**config.mk**
```make
export PLATFORM = sky130hd
export DESIGN_NAME = serial_window_feeder
export DESIGN_NICKNAME = d
export VERILOG_FILES = /design/src/rtl/serial_window_feeder.sv
export SDC_FILE = /design/constraint.sdc
export NUM_CORES = 1
export LEC_CHECK = 0
export CORE_UTILIZATION = 47
export DETAILED_ROUTE_END_ITERATION = 10
export DONT_BUFFER_PORTS = 1
export GPL_TIMING_DRIVEN = 0
export SYNTH_ARGS = -nofsm -noshare
export SYNTH_HDL_FRONTEND = slang
export SYNTH_SLANG_ARGS = --single-unit
export TNS_END_PERCENT = 100
```
**constraint.sdc**
```tcl
create_clock -name clk -period 1.75 [get_ports clk]
set_input_delay 0.175 -clock clk [delete_from_list [all_inputs] [get_ports clk]]
set_output_delay 0.175 -clock clk [all_outputs]
set_load 0.01 [all_outputs]
```
**src/rtl/serial_window_feeder.sv**
```systemverilog
// ---------------------------------------------------------------------------
// serial_window_feeder
//
// Upstream stage for a 4-input pattern-detect primitive (A,B,C,D -> Y).
// A qualified serial bit stream is shifted into a 4-bit sliding window that
// is presented as A (oldest) .. D (newest). The detector's Y comes back as
// hit_in. A hit is counted only in the cycle right after the window shifted
// into a full state, so each window is counted at most once.
//
// Parameters:
//   CNT_W      width of the saturating hit counter
//   NONOVERLAP 1 = restart window fill after each counted hit,
//              0 = overlapping matches allowed
//
// Ports:
//   clk        system clock, rising edge
//   rst        asynchronous active-high reset
//   clr        synchronous clear of window, fill, counter and flags
//   din        serial data bit
//   din_valid  din qualifier, one bit consumed per cycle while high
//   A,B,C,D    window bits 3..0 (A oldest, D newest)
//   win_valid  window holds 4 bits received since last reset/clear/flush
//   win_new    one-cycle pulse, window shifted on the previous edge
//   hit_in     Y from the downstream detector
//   hit_pulse  one-cycle pulse, a hit was counted
//   hit_count  number of counted hits (saturating)
//   hit_ovf    sticky, a hit arrived while hit_count was saturated
//
// Build option:
//   DIN_SYNC_EN  when defined, din/din_valid pass through a 2-flop
//                synchronizer first, delaying all shift-related outputs by
//                two cycles. clr is used directly in either build.
// ---------------------------------------------------------------------------
module serial_window_feeder #(
    parameter int CNT_W      = 8,
    parameter int NONOVERLAP = 0
) (
    input  logic             clk,
    input  logic             rst,
    input  logic             clr,
    input  logic             din,
    input  logic             din_valid,
    output logic             A,
    output logic             B,
    output logic             C,
    output logic             D,
    output logic             win_valid,
    output logic             win_new,
    input  logic             hit_in,
    output logic             hit_pulse,
    output logic [CNT_W-1:0] hit_count,
    output logic             hit_ovf
);

    localparam logic [2:0]       FILL_FULL = 3'd4;
    localparam logic [CNT_W-1:0] CNT_MAX   = {CNT_W{1'b1}};

    logic       shift_din;
    logic       shift_en;
    logic [3:0] window;
    logic [2:0] fill;
    logic [2:0] fill_next;
    logic       count_en;
    logic       hit;
    logic       flush;

`ifdef DIN_SYNC_EN
    logic [1:0] din_sync;
    logic [1:0] valid_sync;

    // Two-stage synchronizer for the serial input and its qualifier.
    always_ff @(posedge clk or posedge rst) begin
        if (rst) begin
            din_sync   <= 2'b00;
            valid_sync <= 2'b00;
        end else begin
            din_sync   <= {din_sync[0], din};
            valid_sync <= {valid_sync[0], din_valid};
        end
    end

    assign shift_din = din_sync[1];
    assign shift_en  = valid_sync[1];
`else
    assign shift_din = din;
    assign shift_en  = din_valid;
`endif

    assign {A, B, C, D} = window;

    // Only the first cycle after a shift into a full window is eligible,
    // so a window held for many cycles is counted once.
    assign count_en = win_new & win_valid;
    assign hit      = count_en & hit_in;
    assign flush    = hit & (NONOVERLAP != 0);

    // A flush restarts the fill; a bit shifted on the same edge is the
    // first bit of the next window.
    always_comb begin
        fill_next = fill;
        if (flush) begin
            fill_next = shift_en ? 3'd1 : 3'd0;
        end else if (shift_en && (fill != FILL_FULL)) begin
            fill_next = fill + 3'd1;
        end
    end

    // Window, fill and status flags. clr takes priority over shift and hit.
    always_ff @(posedge clk or posedge rst) begin
        if (rst) begin
            window    <= 4'b0000;
            fill      <= 3'd0;
            win_valid <= 1'b0;
            win_new   <= 1'b0;
            hit_pulse <= 1'b0;
            hit_count <= '0;
            hit_ovf   <= 1'b0;
        end else if (clr) begin
            window    <= 4'b0000;
            fill      <= 3'd0;
            win_valid <= 1'b0;
            win_new   <= 1'b0;
            hit_pulse <= 1'b0;
            hit_count <= '0;
            hit_ovf   <= 1'b0;
        end else begin
            if (shift_en) begin
                window <= {window[2:0], shift_din};
            end
            win_new   <= shift_en;
            fill      <= fill_next;
            win_valid <= (fill_next == FILL_FULL);
            hit_pulse <= hit;
            if (hit) begin
                if (hit_count != CNT_MAX) begin
                    hit_count <= hit_count + 1'b1;
                end else begin
                    hit_ovf <= 1'b1;
                end
            end
        end
    end

endmodule

```
==> impl_metrics.csv <==
group,metric,value,unit
placement,dp_hpwl,1.33,mm
pwr,power_density,704,mW/mm^2
logic_synthesis,syn-num-nets,99,
floorplan,rows,16,
worst_hold_path,worstHoldPathType,"primary input to flip-flop",
placement,post-place-ws,78.0,ps
worst_setup_path,worstPathRequired,1940,ps
worst_setup_path,r2r-end,"hit_count[0]",
clocking,clockRootBuffer,"clkbuf_4",
worst_hold_path,hp-start,"din",
worst_setup_path,reg2regPathDepth,4,
clocking,htree_levels,1,
status,status,"complete, no violations",
worst_setup_path,slowest_delay,480,ps
floorplan,core_area,0.00196,mm^2
worst_setup_path,rrSetupSlack,100,ps
logic_synthesis,synth_cell_types,35,
clocking,cts_inserted_buffers,3,
finish,ff_latch_area,477,um^2
global_routing,grt_overflow,0,
global_routing,antenna_found_initial,0,
floorplan,die_area,0.00227,mm^2
placement,dp.cells,117,
finish,post-route-util,53.5,%
worst_setup_path,timing.rr.start,"hit_count[0]",
routing,vias,695,
global_routing,grt_max_degree,20,
pwr,power.leakage,0.468,nW
worst_setup_path,crit_family,"flip-flops",
clocking,cts.sinks,19,
floorplan,die_h,47.6,um
finish,drive_above_1_share,14.7,%
placement,gp_congestion,0.799,
routing,drt_pass1_iterations,4,
sta,skew,6.14,ps
routing,ant_nets,0,
finish,multi_input_area,474,um^2
worst_setup_path,critPathKind,"flip-flop to flip-flop",
worst_setup_path,critical_path_buf_inv_count,0,
flow_run,cap_violations,0,
logic_synthesis,syn_area,977,um^2
sta,finalCriticalPeriod,1650,ps
finish,antenna_cells,0,
sta,tightest_slew,737,ps
finish,nets,105,
clocking,clock_path_buffers,2,
worst_hold_path,whs_path_depth,2,
pwr,ir_drop,494,uV
global_routing,grt_pass1_vias,685,
logic_synthesis,synth_area_leaders,"dfrtp_1, mux2i_1, ha_1",
sta,slew_headroom,50.8,%
sta,max_freq,0.604,GHz
floorplan,initial_core_util,49.8,%
sta,finalCritPeriodShare,94.5,%
floorplan,die_w,47.6,um
sta,setup_slack,95.6,ps
worst_setup_path,cp.arrival,1850,ps
routing,via_per_inst,5.70,
worst_setup_path,end_kind,"flip-flop",
placement,portBuffers,0,
worst_hold_path,min_to,"window[0]",
finish,nFillCells,209,
routing,wl_per_cell,15.0,um
clocking,path_clk_slew,110,ps
routing,wl,1.83,mm
sta,hold_viol_final,0,
routing,drtIter0Drc,4,
clocking,post_cts_buffers,0,
global_routing,grtUsageTotal,19.0,%
logic_synthesis,avgSynthCellArea,10.9,um^2
floorplan,pin_count,22,
sta,rsz0062_at_grt,"false",
logic_synthesis,ys_seq_elements,19,
sta,finalSetupViolCount,0,
sta,slew_violations,0,
finish,area_growth,7.43,%
routing,route.detailed.drc,0,
logic_synthesis,yosysTopAreaCellShare,48.7,%
sta,fin_tns_setup,0,ps
worst_setup_path,worstPathMaxFanout,6,
global_routing,grt_pass1_wl,2.90,mm
worst_setup_path,cp_cell_sequence,"ha_1 > and4_1 > a21oi_2 > mux2_4",
worst_setup_path,slowest_stage,"dfrtp_2",
finish,final_cells,122,
logic_synthesis,yosysWarnings,0,
clocking,clkLatencyLatePin,300,ps
clocking,cts_tree,"yes",
logic_synthesis,syn-instance-count,90,
worst_setup_path,cp-start-kind,"flip-flop",
logic_synthesis,yosys.area.top_type,"dfrtp_1",
logic_synthesis,yosysSeqAreaShare,48.7,%
==> per-stage QoR <==
| step | power [mW] | hold WS (ps) | instance area, um^2 |
|---|---|---|---|
| after CTS | 0.753 | 31.6 | 1050 |
| after detailed placement | 0.526 | 225 | 1010 |
| after global placement | 0.524 | 226 | 1010 |
| final | 0.739 | 37.0 | 1050 |
| after global routing | 0.776 | 33.6 | 1050 |
| after floorplan | 0.513 | 126 | 977 |
==> Yosys cell counts, drive strengths merged <==
library cell,instances
a21boi,2
and4,2
clkbuf,2
inv,4
o21a,1
dfrtp,19
o21bai,1
ha,3
nor2b,3
a311oi,1
and3,3
xnor2,1
nor2,10
and4bb,1
o31a,1
nand3,3
nand2,4
a21oi,4
nor3,4
nor4,1
a31oi,4
and4b,1
mux2i,6
nor3b,1
a211oi,2
mux2,2
buf,1
nor4b,1
nand2b,2
==> cells in the final DEF, fill, tap and decap left out, types with 2 or more instances in the layout <==
master     n
nand2b_1   2
a211oi_1   2
a21oi_1    3
nor3_1     4
mux2i_1    6
nor2_1    10
clkbuf_1   2
and3_2     2
dfrtp_1   18
nor2b_1    3
inv_1      4
and4_1     2
a31oi_1    4
ha_1       3
nand2_1    4
clkbuf_4   3
==> state kept, by name, summed over array words and instances (netlist names) <==
register	count
fill	3
win_valid	1
hit_ovf	1
hit_count	8
window	4
hit_pulse	1
win_new	1
==> repair_timing <==
action | in CTS | in global routing
hold buffers | 1 | 0
gates resized for setup | 0 | 1
setup endpoints to repair | 0 | 1
hold endpoints to repair | 19 | 0
==> worst max path at each step <==
stage | depth (start not counted) | start | endpoint
after floorplan | 4 | hit_count[0] | hit_count[0]
after global placement | 4 | hit_count[0] | hit_count[0]
after detailed placement | 4 | hit_count[0] | hit_count[0]
after CTS | 4 | hit_count[0] | hit_count[0]
after global routing | 4 | hit_count[0] | hit_count[0]
final | 4 | hit_count[0] | hit_count[0]
==> power by group <==
part	switching, mW	total [mW]	leakage (nW)	internal [mW]
sequential	0.0120	0.460	0.260	0.448
combinational	0.0346	0.0581	0.190	0.0235
clock	0.136	0.221	0.0177	0.0851
total	0.182	0.739	0.468	0.556
==> cells by family after synthesis <==
group / after synthesis / synth area share (%)
muxes: 8 / 8.83
and+or+nand+nor: 36 / 23.2
AOI/OAI and AO/OA: 16 / 11.8
adders and majority gates: 3 / 3.84
buffers and inverters: 7 / 2.82
xor gates and xnor gates: 1 / 0.896
DFF: 19 / 48.7
==> layout make-up <==
class,instances,area share (%)
multi-input cells,64,45.2
flip-flops and latches,19,45.4
clock inverters,1,0.477
well taps,27,3.22
repair buffers,1,0.954
plain buffers,3,1.19
clock buffers,3,2.15
inverters,4,1.43
==> layer usage <==
metal,track usage (%),vias up,wire (um)
met5,0,-,0
met2,34.0,18,959
met1,22.0,341,760
met3,3.77,4,92
li1,-,332,-
met4,8.33,0,21
No activity file was read; power rests on OpenSTA's default activity.
